## src/rtl/wb_pkg.sv

```systemverilog
// Shared types and default sizing for the Wishbone master port and its watchdog.
package wb_pkg;

    localparam int WB_DATA_WIDTH     = 32;
    localparam int WB_TIMEOUT_CYCLES = 16;
    localparam int WB_SEL_WIDTH      = WB_DATA_WIDTH / 8;
    localparam int WB_TIMEOUT_W      = $clog2(WB_TIMEOUT_CYCLES + 1);

    typedef enum logic [1:0] {
        IDLE     = 2'd0,
        REQ      = 2'd1,
        WAIT_ACK = 2'd2,
        RESP     = 2'd3
    } wb_state_t;

endpackage

```

## src/rtl/wb_watchdog.sv

```systemverilog
// Bus-cycle watchdog: cleared when a request is accepted, counts while the cycle is open.
// o_expired marks the last bus cycle so the error response lands LIMIT cycles after accept.
module wb_watchdog import wb_pkg::*; #(
    parameter int LIMIT = WB_TIMEOUT_CYCLES,
    parameter int W     = WB_TIMEOUT_W
) (
    input  logic i_clk,
    input  logic i_rst_n,
    input  logic i_clear,
    input  logic i_enable,
    output logic o_expired
);

    // r_count holds the number of open-cycle clocks before the current one.
    localparam logic [W-1:0] EXPIRE_AT = W'(LIMIT - 2);

    logic [W-1:0] r_count;

    always_ff @(posedge i_clk) begin
        if (!i_rst_n) begin
            r_count <= '0;
        end else if (i_clear) begin
            r_count <= '0;
        end else if (i_enable && (r_count != EXPIRE_AT)) begin
            r_count <= r_count + 1'b1;
        end
    end

    assign o_expired = i_enable && (r_count == EXPIRE_AT);

endmodule

```

## src/rtl/wb_master_port.sv

```systemverilog
// Wishbone B4 pipelined initiator: one single-word bus cycle per accepted CPU request.
// Define WB_MASTER_TIMEOUT_EN to build the watchdog that ends unanswered cycles with an error.
module wb_master_port import wb_pkg::*; #(
    parameter int ADDR_WIDTH     = 10,
    parameter int DATA_WIDTH     = WB_DATA_WIDTH,
    parameter int TIMEOUT_CYCLES = WB_TIMEOUT_CYCLES
) (
    input  logic                      i_clk,
    input  logic                      i_rst_n,
    input  logic                      i_req_valid,
    output logic                      o_req_ready,
    input  logic                      i_req_we,
    input  logic [ADDR_WIDTH-1:0]     i_req_addr,
    input  logic [DATA_WIDTH-1:0]     i_req_data,
    input  logic [DATA_WIDTH/8-1:0]   i_req_sel,
    output logic                      o_rsp_valid,
    output logic [DATA_WIDTH-1:0]     o_rsp_data,
    output logic                      o_rsp_err,
    output logic                      o_wb_cyc,
    output logic                      o_wb_stb,
    output logic                      o_wb_we,
    output logic [ADDR_WIDTH-1:0]     o_wb_addr,
    output logic [DATA_WIDTH-1:0]     o_wb_data,
    output logic [DATA_WIDTH/8-1:0]   o_wb_sel,
    input  logic                      i_wb_ack,
    input  logic                      i_wb_stall,
    input  logic [DATA_WIDTH-1:0]     i_wb_data,
    output wb_state_t                 o_dbg_state
);

    // CPU side: request transfers when i_req_valid && o_req_ready; o_rsp_valid is a
    // one-cycle pulse with no back-pressure. Bus side: stb is taken when !i_wb_stall,
    // and an ack counts only in WAIT_ACK or on the non-stalled stb cycle.

    wb_state_t                 r_state;
    wb_state_t                 w_next_state;
    logic                      w_accept;
    logic                      w_ack_done;
    logic                      w_timeout;
    logic                      r_we;
    logic [ADDR_WIDTH-1:0]     r_addr;
    logic [DATA_WIDTH-1:0]     r_data;
    logic [DATA_WIDTH/8-1:0]   r_sel;
    logic [DATA_WIDTH-1:0]     r_rsp_data;

    assign w_accept   = i_req_valid && (r_state == IDLE);
    assign w_ack_done = i_wb_ack &&
                        (((r_state == REQ) && !i_wb_stall) || (r_state == WAIT_ACK));

`ifdef WB_MASTER_TIMEOUT_EN
    logic w_expired;
    logic r_rsp_err;

    wb_watchdog #(
        .LIMIT (TIMEOUT_CYCLES),
        .W     ($clog2(TIMEOUT_CYCLES + 1))
    ) u_watchdog (
        .i_clk     (i_clk),
        .i_rst_n   (i_rst_n),
        .i_clear   (w_accept),
        .i_enable  (o_wb_cyc),
        .o_expired (w_expired)
    );

    // A late ack arriving on the expiry cycle still completes normally.
    assign w_timeout = w_expired && !w_ack_done;

    always_ff @(posedge i_clk) begin
        if (!i_rst_n) begin
            r_rsp_err <= 1'b0;
        end else if (w_ack_done) begin
            r_rsp_err <= 1'b0;
        end else if (w_timeout) begin
            r_rsp_err <= 1'b1;
        end
    end

    assign o_rsp_err = r_rsp_err;
`else
    assign w_timeout = 1'b0;
    assign o_rsp_err = 1'b0;
`endif

    always_ff @(posedge i_clk) begin
        if (!i_rst_n) begin
            r_state <= IDLE;
        end else begin
            r_state <= w_next_state;
        end
    end

    always_comb begin
        w_next_state = r_state;
        case (r_state)
            IDLE:     if (w_accept) w_next_state = REQ;
            REQ: begin
                if (w_ack_done || w_timeout) begin
                    w_next_state = RESP;
                end else if (!i_wb_stall) begin
                    w_next_state = WAIT_ACK;
                end
            end
            WAIT_ACK: if (w_ack_done || w_timeout) w_next_state = RESP;
            RESP:     w_next_state = IDLE;
            default:  w_next_state = IDLE;
        endcase
    end

    always_ff @(posedge i_clk) begin
        if (!i_rst_n) begin
            r_we   <= 1'b0;
            r_addr <= '0;
            r_data <= '0;
            r_sel  <= '0;
        end else if (w_accept) begin
            r_we   <= i_req_we;
            r_addr <= i_req_addr;
            r_data <= i_req_data;
            r_sel  <= i_req_sel;
        end
    end

    always_ff @(posedge i_clk) begin
        if (!i_rst_n) begin
            r_rsp_data <= '0;
        end else if (w_ack_done) begin
            r_rsp_data <= r_we ? '0 : i_wb_data;
        end else if (w_timeout) begin
            r_rsp_data <= '0;
        end
    end

    assign o_req_ready = (r_state == IDLE);
    assign o_wb_cyc    = (r_state == REQ) || (r_state == WAIT_ACK);
    assign o_wb_stb    = (r_state == REQ);
    assign o_rsp_valid = (r_state == RESP);
    assign o_rsp_data  = r_rsp_data;
    assign o_wb_we     = r_we;
    assign o_wb_addr   = r_addr;
    assign o_wb_data   = r_data;
    assign o_wb_sel    = r_sel;
    assign o_dbg_state = r_state;

endmodule

```

## config.mk

```make
export PLATFORM = sky130hd
export DESIGN_NAME = wb_master_port
export DESIGN_NICKNAME = d
export VERILOG_FILES = /design/src/rtl/wb_pkg.sv /design/src/rtl/wb_watchdog.sv /design/src/rtl/wb_master_port.sv
export SDC_FILE = /design/constraint.sdc
export NUM_CORES = 1
export LEC_CHECK = 0
export CAP_MARGIN = 20
export CORE_ASPECT_RATIO = 2
export CORE_MARGIN = 2
export CORE_UTILIZATION = 36
export DETAILED_ROUTE_END_ITERATION = 6
export GPL_ROUTABILITY_DRIVEN = 0
export PLACE_DENSITY_LB_ADDON = 0.05
export SLEW_MARGIN = 20
export SYNTH_ARGS = -nofsm -noshare
export SYNTH_HDL_FRONTEND = slang
export SYNTH_SLANG_ARGS = --single-unit
export TNS_END_PERCENT = 20
```

## constraint.sdc

```tcl
create_clock -name i_clk -period 1.44 [get_ports i_clk]
set_input_delay 0.216 -clock i_clk [delete_from_list [all_inputs] [get_ports i_clk]]
set_output_delay 0.216 -clock i_clk [all_outputs]
set_load 0.02 [all_outputs]
```

# Word-level counts from Yosys, hierarchy flattened
# Cells that the tools add are included.
[classes] reduce_logical=8 muxes=6 n_eq_ne=6
[ops] operator="two-way mux 32 bit" n=1
[ops] operator="two-way mux 2 bit" n=4
[ops] operator="one-hot mux 2 bit (4 select lines)" n=1
[ops] operator="== test 2 bit, second input constant" n=2
[ops] operator="logical AND 1 bit" n=3
[ops] operator="inequality test 3 x 2 -> 1 bit, second input constant" n=1
[ops] operator="AND reduction 3 bit" n=1
[ops] operator="== test 2 x 1 -> 1 bit, second input constant" n=1
[ops] operator="logical NOT 2 bit" n=1
[ops] operator="logical OR 1 bit" n=2
[ops] operator="inequality test 2 x 1 -> 1 bit, second input constant" n=1
[ops] operator="inequality test 2 bit, second input constant" n=1
[ops] operator="logical NOT 1 bit" n=1
[word_totals] in_bits=84 out_inout_bits=86 word_cells=26 register_bits=81

# Depth between registers and ports, before layout
[depth] ltp_word=6 ltp_mapped=7 mapped_depth_nobuf=5

# Worst setup path before layout
# No wires, ideal clock.
[synth_path] path_type="flip-flop to flip-flop" from="register r_state[1] (netlist: o_dbg_state[1])" to="register r_rsp_data[10] (netlist: o_rsp_data[10])" setup_time_ns=0.119 path_buffers=2 arrival_time_ns=1.591 t_required_ns=1.321 setup_slack_ns=-0.270 period_less_slack_ns=1.710 stages_incl_launch_ff=8 cell_sequence="dfxtp_1 > inv_1 > ha_1 > nor2b_1 > o21a_1 > buf_6 > buf_8 > mux2i_1"
[synth_between] elab_chain_cells=4 word_cells_on_any_way=5 cone_classes="2 x eq/ne; 3 x reduce/logical"
[synth_rtl] element="start, declared" line="wb_master_port.sv:35" source="wb_state_t r_state;"
[synth_rtl] element="start signal, assigned" line="wb_master_port.sv:88" source="r_state <= w_next_state;"
[synth_rtl] element="== test 2 x 1 -> 1 bit"
[synth_rtl] element="net o_wb_stb" line="wb_master_port.sv:20" source="output logic o_wb_stb,"
[synth_rtl] element="logical AND 1 bit" line="wb_master_port.sv:48" source="(((r_state == REQ) && !i_wb_stall) || (r_state == WAIT_ACK));"
[synth_rtl] element="logical OR 1 bit" line="wb_master_port.sv:48"
[synth_rtl] element="logical AND 1 bit" line="wb_master_port.sv:47" source="assign w_ack_done = i_wb_ack &&"
[synth_rtl] element="end signal, assigned" line="wb_master_port.sv:127" source="r_rsp_data <= r_we ? '0 : i_wb_data;"
[synth_rtl] element="end, declared" line="wb_master_port.sv:44" source="logic [DATA_WIDTH-1:0] r_rsp_data;"
# The timed path passes the listed nets, and every way through them passes these cells.
# A chain may end at the register's enable or synchronous reset.

# Worst setup path after layout
[layout_path] from="register r_state[1] (netlist: o_dbg_state[1])" to="register r_rsp_data[25] (netlist: o_rsp_data[25])"
[layout_between] elab_chain_cells=4 word_cells_on_any_way=5 cone_classes="2 x eq/ne; 3 x reduce/logical"
[layout_rtl] element="== test 2 x 1 -> 1 bit" line="wb_master_port.sv:48"
[layout_rtl] element="logical AND 1 bit" line="wb_master_port.sv:48"
[layout_rtl] element="logical OR 1 bit (*)" line="wb_master_port.sv:48"
[layout_rtl] element="logical AND 1 bit (*)" line="wb_master_port.sv:47"
# Mark *: on every way between the ends. The rest lies on a longest branch, timed or not.

==> impl_metrics.sql <==
INSERT INTO impl_metrics (metric_group, metric, value, unit) VALUES
('worst_setup_path', 'regToRegStartpoint', 'o_dbg_state[1]$_SDFFE_PN0P_', ''),
('global_route', 'grt_antenna_before_repair', '0', ''),
('clocking', 'level_count_of_the_clock_h_tree', '3', ''),
('die', 'die_area', '0.0102', 'mm²'),
('synthesis', 'synth_area_per_cell', '9.10', 'µm²'),
('drt', 'post_route_drc', '0', ''),
('synthesis', 'netlist_area', '0.00339', 'mm²'),
('status', 'result_of_the_run', 'finished with violations', ''),
('synthesis', 'synth-seq-area-share', '47.9', '%'),
('synthesis', 'synth_cell_type_count', '21', ''),
('drt', 'detail-route-antenna-nets', '0', ''),
('die', 'floorplan.die.width', '72.6', 'µm'),
('die', 'ioPinCount', '170', ''),
('worst_setup_path', 'path_class', 'flop to flop', ''),
('global_route', 'global_route_overflow', '0', ''),
('global_route', 'groute.usage.overall', '18.8', '%'),
('place', 'hpwlAfterDp', '6620', 'µm'),
('clocking', 'tritoncts', 'yes', ''),
('job', 'cap_viol_max_count', '0', ''),
('die', 'floorplan.core_area', '0.00926', 'mm²'),
('drt', 'dr.pass1.iters', '4', ''),
('global_route', 'grt_pass1_vias', '3094', ''),
('timing', 'final_period_minus_worst_setup_slack', '1.45', 'ns'),
('synthesis', 'ys_ff_latch', '81', ''),
('drt', 'drt-total-wl', '9550', 'µm'),
('worst_setup_path', 'worstRegToRegCells', '7', ''),
('timing', 'timing_max_transition_violations_final', '0', ''),
('worst_hold_path', 'holdCritPathClass', 'input pin to flop', ''),
('drt', 'post_drt_via_cell_ratio', '4.83', ''),
('worst_setup_path', 'critical_path.reg2reg.endpoint', 'o_rsp_data[25]$_SDFFE_PN0P_', ''),
('global_route', 'pin_count_of_the_biggest_net_entering_global_routing', '48', ''),
('worst_hold_path', 'worst_hold_end', 'o_dbg_state[1]$_SDFFE_PN0P_', ''),
('final_layout', 'post-route-util', '59.1', '%'),
('final_layout', 'final_nets', '628', ''),
('global_route', 'grt_first_pass_wirelength', '15200', 'µm'),
('status', 'violations', 'setup timing', ''),
('pwr', 'design_power_total', '8.08', 'mW'),
('clocking', 'clock_transition_at_path_regs', '0.05', 'ns'),
('timing', 'finalSetupTns', '-0.0215', 'ns'),
('drt', 'route.vias.total', '3124', ''),
('final_layout', 'finalInstanceArea', '0.00547', 'mm²'),
('pwr', 'power_leakage', '2.38', 'nW'),
('worst_setup_path', 'cp-end-kind', 'flop', ''),
('timing', 'final.setup_skew', '0.00830', 'ns'),
('worst_setup_path', 'cp_data_arrival_time', '1.66', 'ns'),
('worst_setup_path', 'worstPathMaxFanout', '8', ''),
('drt', 'dr.first_iter.drc_count', '144', ''),
('timing', 'setup_ws', '-0.00991', 'ns'),
('final_layout', 'areaGrowthSynthToFinish', '61.6', '%'),
('clocking', 'cell_chosen_for_the_clock_root', 'sky130_fd_sc_hd__clkbuf_16', ''),
('timing', 'post-route-period-util', '101', '%'),
('timing', 'report.final.setup_viol', '7', ''),
('drt', 'wl_per_cell', '14.8', 'µm'),
('worst_hold_path', 'whs_path_depth', '3', ''),
('final_layout', 'antenna-diode-count', '0', ''),
('clocking', 'cts-buffers-inserted', '9', ''),
('clocking', 'worstSkewPairLatency', '0.33', 'ns'),
('worst_setup_path', 'timing.critical_path.required', '1.65', 'ns'),
('synthesis', 'synth-warning-count', '0', ''),
('place', 'port_buffers', '168', ''),
('die', 'placementRows', '50', ''),
('worst_hold_path', 'min-delay-start', 'i_rst_n', ''),
('worst_setup_path', 'r2r_slack', '-0.01', 'ns'),
('die', 'initial_standard_cell_utilization_of_the_core', '36.6', '%'),
('pwr', 'ir_worst_vdd', '890', 'µV'),
('clocking', 'clockBufferDepth', '2', ''),
('final_layout', 'n_fill_cell', '864', ''),
('pwr', 'cellPowerDensity', '1480', 'mW/mm²'),
('timing', 'hold_viol_final', '0', ''),
('synthesis', 'count_of_mapped_cells_out_of_synthesis', '372', ''),
('final_layout', 'drive_gt1_share', '9.58', '%'),
('synthesis', 'syn_nets', '461', ''),
('clocking', 'cts.sink_count', '81', ''),
('timing', 'rsz0062_at_grt', 'true', ''),
('worst_setup_path', 'worstSetupStartpointType', 'flop', ''),
('die', 'dieHeight', '141', 'µm'),
('timing', 'clock.fmax', '0.690', 'GHz'),
('place', 'postPlaceCellArea', '0.00521', 'mm²');
-- synthesized netlist by cell type (all sizes together) --
cell type / count / area [µm²]
conb: 1 / 3.75
dfxtp: 81 / 1620
o41ai: 2 / 17.5
a21boi: 47 / 353
and2: 1 / 6.26
nand2: 128 / 480
o21a: 2 / 15.0
ha: 5 / 62.6
o21ai: 1 / 5.00
buf: 20 / 155
and3b: 1 / 10.0
inv: 2 / 7.51
nand3b: 32 / 240
mux2i: 32 / 320
clkbuf: 11 / 45.1
nor2b: 4 / 25.0
o311ai: 2 / 17.5
-- how the worst max path moves through the flow --
stage                                           start                           to  slack [ns]  depth (start not counted)
final                     o_dbg_state[1]$_SDFFE_PN0P_  o_rsp_data[25]$_SDFFE_PN0P_       -0.01                          7
after global routing      o_dbg_state[1]$_SDFFE_PN0P_  o_rsp_data[24]$_SDFFE_PN0P_       -0.05                          7
after CTS                 o_dbg_state[1]$_SDFFE_PN0P_   o_rsp_data[3]$_SDFFE_PN0P_       -0.01                          7
after detailed placement  o_dbg_state[0]$_SDFFE_PN0P_  o_dbg_state[0]$_SDFFE_PN0P_       -0.08                          6
after global placement    o_dbg_state[0]$_SDFFE_PN0P_                     o_wb_cyc       -0.07                          3
after floorplan           o_dbg_state[0]$_SDFFE_PN0P_  o_dbg_state[1]$_SDFFE_PN0P_        0.01                          5
-- cell type report --
cell class                      count  area (µm²)  area share (%)
Sequential cell                    81        1630            29.8
Multi-Input combinational cell    258        1620            29.6
Tap cell                          104         130            2.38
Clock buffer                       11         243            4.44
Clock inverter                      4        20.0           0.366
Inverter                            2        10.0           0.183
Timing Repair Buffer              187        1820            33.3
-- per-layer routing --
layer / share of wire, % / vias up / global-route usage (%) / wire, µm
met5: 0 / - / 0 / 0
met4: 2.5 / 0 / 8.77 / 243
met3: 6.7 / 14 / 5.93 / 644
met2: 52 / 111 / 32.1 / 4990
met1: 38 / 1438 / 20.8 / 3680
li1: - / 1561 / - / -
-- critical path: stages, from the launching register on --
cell	delay, ns
sky130_fd_sc_hd__dfxtp_4	0.36
sky130_fd_sc_hd__inv_4	0.04
sky130_fd_sc_hd__buf_6	0.11
sky130_fd_sc_hd__ha_4	0.15
sky130_fd_sc_hd__nor2b_4	0.12
sky130_fd_sc_hd__o21a_4	0.25
sky130_fd_sc_hd__clkbuf_16	0.19
sky130_fd_sc_hd__mux2i_1	0.12
-- flip-flops by register name, summed over array words and instances, names as in the netlist --
name / count
o_dbg_state: 2
o_rsp_data: 32
o_wb_addr: 10
o_wb_data: 32
o_wb_sel: 4
o_wb_we: 1
-- where the power goes --
group          switching, mW  internal, mW  leakage (nW)  total (mW)
logic                   1.74          1.46          1.58        3.20
registers              0.183          2.64         0.663        2.82
clock network          0.861          1.19         0.135        2.05
total                   2.79          5.29          2.38        8.08
-- timing repair --
action | 4_1_cts | 5_1_grt
gates resized for setup | 108 | 9
pin swaps | 2 | 1
hold buffers | 0 | 0
setup buffers | 0 | 2
gates cloned | 0 | 2
endpoints found under the setup margin | 117 | 40
-- stage by stage --
stage	instances	hold WS [ns]	setup slack [ns]
after floorplan	372	0.361	0.0147
after global placement	628	0.443	-0.0699
after detailed placement	628	0.445	-0.0757
after CTS	643	0.297	-0.0105
after global routing	647	0.302	-0.0532
final	647	0.300	-0.00991
-- cell usage in the layout, fill, tap and decap left out, drive strengths merged --
cell	synthesis	final
nor2b	4	4
clkbuf	11	13
o21a	2	2
and2	1	1
a21boi	47	47
o311ai	2	2
clkdlybuf4s50	0	82
dfxtp	81	81
conb	1	1
inv	2	2
buf	20	22
dlygate4sd2	0	81
o21ai	1	1
ha	5	5
clkinv	0	4
o41ai	2	2
and3b	1	1
nand2	128	128
mux2i	32	32
nand3b	32	32
-- cells by family after synthesis --
family	synth area share, %
flops	47.9
mux	9.46
other cells	0.111
simple gates	22.5
buf+inv	6.13
compound gates	12.0
fa+ha+maj	1.85
(Power assumes the default switching activity.)
==> RTL edit 1 (same flow settings) <==
Build with the macro `WB_MASTER_TIMEOUT_EN` defined.
--- a/src/rtl/wb_master_port.sv
+++ b/src/rtl/wb_master_port.sv
@@ -1,5 +1,7 @@
 // Wishbone B4 pipelined initiator: one single-word bus cycle per accepted CPU request.
 // Define WB_MASTER_TIMEOUT_EN to build the watchdog that ends unanswered cycles with an error.
+`define WB_MASTER_TIMEOUT_EN
+
 module wb_master_port import wb_pkg::*; #(
     parameter int ADDR_WIDTH     = 10,
     parameter int DATA_WIDTH     = WB_DATA_WIDTH,
Behaviour: no difference found for any inputs over 10 cycles, from zero or initial values and one cycle with i_rst_n low; that may be too few to reach the edited logic, so the function may still have changed.
==> RTL edit 1 against the original RTL <==
- largest power group unchanged
- critical path depth decreased by 1
- first-iteration DRC count shrank 61%
- setup slack lost 0.039 ns
- power grew 13%
- routed wire length rose by 8.8%
- area after synthesis increased by 12%
- combinational power grew 12%
- cell area grew 14%
- global-route usage decreased by 0.74 points
- sequential cell count grew 6
- clock power increased by 22%
- critical endpoint is now o_rsp_data[12]$_SDFFE_PN0P_
- the run still ends with setup timing left
- largest cell class unchanged
- die area rose by 12%
==> RTL edit 1: results (changes against the original RTL) <==
Status: finished with violations
Failing checks: setup timing
Most common library cells after synthesis: nand2_1 (99), dfxtp_1 (87), inv_1 (68)
Hold Path Sink: o_wb_data[28]$_SDFFE_PN0P_
WHS: 0.436 ns (+0.137 ns)
N_diodes: 0 (unchanged)
HP Class: primary input to register
Syn nets: 500 (+8.5%)
Multi-input gate area: 1750 sq um (+8.2%)
Crit-path leading delay family: buffers and inverters
Worst-margin pin slew: 0.296 ns
Critical Path Sink: o_rsp_data[12]$_SDFFE_PN0P_
Setup_tns: -0.890 ns (-0.869 ns)
# fillers: 990 (+15%)
P_leak: 2.77 nW (+16%)
Yosys warning count: 0 (unchanged)
Worst skew pair latency: 0.33 ns (about the same)
Vias per cell: 4.64 (-4.0%)
Post-route clock skew: 0.00426 ns (-0.00404 ns)
P_int: 0.00601 W (+14%)
Total GRT Usage: 18.1% (-0.74 points)
Xor/xnor share of the synthesized area: 0% (unchanged)
Pre-Repair DR Iteration Count: 4 (unchanged)
Synth unique cells: 37 (+76%)
Post-synthesis sequential area ratio: 45.8% (-2.1 points)
Iter 0 DRT Violations: 56 (-61%)
Worst VDD drop: 808 uV (-9.2%)
Max incr delay on CP: 0.35 ns
Worst-case reg-to-reg path depth: 6 (-1)
CP Max Fanout: 16 (+8)
CTS Buf Count: 9 (unchanged)
Vias in the first global route: 3472 (+12%)
Multiplexer area fraction after synthesis: 0.593% (-8.9 points)
Worst setup path start: o_dbg_state[0]$_SDFFE_PN0P_
Avg WL per Cell: 14.1 microns (-4.6%)
Worst setup margin: -0.0486 ns (-0.0387 ns)
Dpl cell area: 5900 sq um (+13%)
Via Count: 3421 (+9.5%)
PortBufs: 169 (+0.60%)
Place WS: -0.166 ns (-0.0899 ns)
Adder-cell area share of the yosys netlist: 1.98% (+0.13 points)
Hold_sp: i_req_data[28]
Clk buf depth: 2 (unchanged)
Root Buffer: clkbuf_16
DP Wirelength: 7590 microns (+15%)
First-pass GRT wire length: 16400 microns (+8.4%)
Inst Count DP: 717 (+14%)
Layout cell share with drive strength beyond 1: 18.0% (+8.4 points)
Clock-pin slew on the worst setup and hold paths: 0.06 ns
Final count of negative-setup-slack endpoints: 33 (+26)
Compound-Gate Fraction of Synth Area: 26.7% (+15 points)
Final nets: 686 (+9.2%)
Synth area leaders: dfxtp_1 (46%), o32ai_2 (12%), nand2_1 (9.8%)
Syn_area_per_cell: 9.27 sq um (+1.8%)
RTL edit 1: cell types whose count changed after synthesis, moves of 4 or more:
cell / before / now
a21oi_1: 0 / 5
nand3b_1: 32 / 3
inv_1: 2 / 68
nand2_1: 128 / 99
nand3_1: 0 / 5
o32ai_2: 0 / 27
mux2i_1: 32 / 0
dfxtp_1: 81 / 87
and3_1: 0 / 4
RTL edit 1: power by group through the flow:
| stage | Sequential (W) | Clock, W | Combinational (W) |
|---|---|---|---|
| 6_report | 0.00301 | 0.00250 | 0.00357 |
| 5_1_grt | 0.00307 | 0.00270 | 0.00389 |
| 4_1_cts | 0.00302 | 0.00259 | 0.00353 |
| 3_5_place_dp | 0.00310 | 0 | 0.00368 |
| 3_3_place_gp | 0.00307 | 0 | 0.00362 |
| 2_1_floorplan | 0.00352 | 0 | 0.00161 |
RTL edit 1: cell type report:
class / count / share of cell area [%]
flip-flops and latches: 87 / 28.0
repair buffers: 202 / 31.8
inverters: 68 / 4.13
multi-input cells: 228 / 28.1
clock buffers: 11 / 3.89
well taps: 137 / 2.75
clock inverters: 5 / 1.30
RTL edit 1: cell families after synthesis:
kind of cell | after synthesis
and+or+nand+nor | 124
adders and majority gates | 6
AOI/OAI and AO/OA | 96
DFF | 87
muxes | 2
buffers and inverters | 95
RTL edit 1: what timing repair did:
item / 4_1_cts / 5_1_grt
pin swaps: 31 / 0
resized for setup: 105 / 15
hold endpoints to repair: 0 / 0
gates cloned: 0 / 2
hold buffers: 0 / 0
setup endpoints to repair: 122 / 50
setup buffers: 3 / 0
RTL edit 1: per-layer routing:
metal	GRT usage, %	part of all wire (%)
met2	33.7	56
met5	0	0
met3	5.27	6.0
met1	18.5	36
met4	8.00	2.0
==> RTL edit 2 (same settings) <==
Made on the original files. Register the output `o_dbg_state` once more, without a reset; this adds one clock of latency there. The other outputs are not delayed to match.
--- a/src/rtl/wb_master_port.sv
+++ b/src/rtl/wb_master_port.sv
@@ -139,7 +139,9 @@
     assign o_wb_addr   = r_addr;
     assign o_wb_data   = r_data;
     assign o_wb_sel    = r_sel;
-    assign o_dbg_state = r_state;
+    always_ff @(posedge i_clk) begin
+        o_dbg_state <= r_state;
+    end
 
 endmodule
 
Function: changed (a bounded check fails within 4 cycles, from zero or initial values and one cycle with i_rst_n low).
==> RTL edit 2 against the original RTL <==
- sequential cell count up 2
- sequential power increased by 2%
- area after synthesis increased by 1.2%
- routed wire length shrank 2.1%
- die area rose by 1.1%
- power up 5.8%
- setup slack gained 0.012 ns
- cell area up 2.1%
- first-iteration DRC count shrank 15%
- critical path type unchanged
- critical endpoint is now o_rsp_data[7]$_SDFFE_PN0P_
==> RTL edit 2: results (changes against the original RTL) <==
H-Tree Depth: 3 (unchanged)
Inst Count DP: 633 (+0.80%)
DP Wirelength: 6600 microns (-0.33%)
Worst VDD drop: 826 uV (-7.2%)
Hold path depth: 3 (unchanged)
Crit-path leading delay family: flip-flops
Syn nets: 463 (+0.43%)
Yosys warning count: 0 (unchanged)
Post-synthesis sequential area ratio: 48.5% (+0.61 points)
Worst skew pair latency: 0.33 ns (about the same)
Hold Path Sink: r_state[1]$_SDFFE_PN0P_
Most common library cells after synthesis: nand2_1 (128), dfxtp_1 (83), a21boi_0 (47)
FF-to-FF Start: r_state[1]$_SDFFE_PN0P_
Layout cell share with drive strength beyond 1: 10.1% (+0.48 points)
Number of synthesized flops with an enable pin: 0 (unchanged)
Psw: 0.00283 W (+1.5%)
Power in the clock group: 0.00236 W (+15%)
Clk buf depth: 2 (unchanged)
Synth unique cells: 21 (unchanged)
DRT Wirelength: 9360 microns (-2.1%)
Worst-case reg-to-reg path depth: 7 (unchanged)
PortBufs: 168 (unchanged)
Slowest-stage cell, CP: dfxtp_2
Largest net degree at the start of global routing: 45 (-6.3%)
Vias in the first global route: 3069 (-0.81%)
WHS: 0.235 ns (-0.0643 ns)
CTS Buf Count: 9 (unchanged)
Asr flop ratio synth: 0% (unchanged)
Avg WL per Cell: 14.4 microns (-2.7%)
P_leak: 2.42 nW (+1.7%)
Switching Fraction: 33.1% (-1.4 points)
Iter 0 DRT Violations: 123 (-15%)
Post-route clock skew: 0.00439 ns (-0.00391 ns)
Synth area leaders: dfxtp_1 (49%), nand2_1 (14%), a21boi_0 (10%)
Place WS: -0.111 ns (-0.0357 ns)
Mapped Cells: 374 (+0.54%)
P_comb: 0.00329 W (+3%)
Synth-to-Final Area Change: 63.1%
Via Count: 3166 (+1.3%)
Status: finished clean
Dpl cell area: 5230 sq um (+0.38%)
Register-to-register setup slack: 0.002 ns
Root Buffer: clkbuf_16
Clock-pin slew on the worst setup and hold paths: 0.06 ns
Total GRT Usage: 18.2% (-0.68 points)
Max incr delay on CP: 0.33 ns (-0.03 ns)
Critical path arrival: 1.65 ns
FF-to-FF End: o_rsp_data[7]$_SDFFE_PN0P_
# fillers: 875 (+1.3%)
CP Max Fanout: 6 (-2)
First-pass GRT wire length: 14700 microns (-3.2%)
## RTL edit 2: changes by cell type in the layout (fill, tap and decap cells not counted), moves of 2 or more
| cell | delta |
|---|---|
| dfxtp_2 | +2 |
| dfxtp_4 | -2 |
| clkinv_2 | -3 |
| buf_4 | +2 |
| a21boi_0 | +3 |
| dfxtp_1 | +2 |
| bufinv_16 | +2 |
| buf_12 | -2 |
| a21boi_1 | -3 |
## RTL edit 2: timing repair
action	4_1_cts	5_1_grt
setup buffers	0	1
gates cloned	0	3
resized for setup	107	15
setup endpoints to repair	116	55
pin swaps	1	3
## RTL edit 2: cell families (layout without fill, tap and decap cells)
| family | Yosys count | in the layout | synth area share [%] |
|---|---|---|---|
| DFF | 83 | 83 | 48.5 |
| and+or+nand+nor | 166 | 166 | 22.2 |
| buffers and inverters | 33 | 206 | 6.06 |
| muxes | 32 | 32 | 9.35 |
| other | 1 | 1 | 0.109 |
| AOI/OAI and AO/OA | 54 | 54 | 11.9 |
| adders and majority gates | 5 | 5 | 1.83 |
## RTL edit 2: worst register-to-register path: stages (launching register included)
cell and delay, ns:
dfxtp_2 0.33, inv_2 0.04, buf_6 0.11, ha_4 0.15, nor2b_4 0.12, o21a_4 0.27
clkbuf_16 0.18, mux2i_1 0.11
## RTL edit 2: worst max path at each step
stage | depth (start not counted) | to | start | slack, ns
2_1_floorplan | 7 | o_rsp_data[10]$_SDFFE_PN0P_ | r_state[1]$_SDFFE_PN0P_ | -0.03
3_3_place_gp | 3 | o_wb_cyc | r_state[1]$_SDFFE_PN0P_ | -0.08
3_5_place_dp | 6 | r_state[0]$_SDFFE_PN0P_ | r_state[1]$_SDFFE_PN0P_ | -0.11
4_1_cts | 6 | r_state[1]$_SDFFE_PN0P_ | r_state[0]$_SDFFE_PN0P_ | -0.01
5_1_grt | 7 | o_rsp_data[21]$_SDFFE_PN0P_ | r_state[1]$_SDFFE_PN0P_ | -0.06
6_report | 7 | o_rsp_data[7]$_SDFFE_PN0P_ | r_state[1]$_SDFFE_PN0P_ | 0.002
## RTL edit 2: routing by layer
layer / routed length (microns) / up-vias / global-route usage [%] / share of wire [%]
met1: 3490 / 1467 / 20.1 / 37
met2: 4910 / 114 / 30.4 / 52
met5: 0 / - / 0 / 0
met4: 304 / 0 / 9.36 / 3.2
li1: - / 1566 / - / -
met3: 648 / 19 / 5.67 / 6.9
## RTL edit 2: area by class of cell
type                            instances  area [sq um]  area share, %
Sequential cell                        83          1660           29.8
Clock buffer                           11           233           4.16
Tap cell                              104           130           2.33
Timing Repair Buffer                  190          1830           32.7
Inverter                                2          7.51          0.134
Clock inverter                          3          65.1           1.16
Multi-Input combinational cell        258          1660           29.7
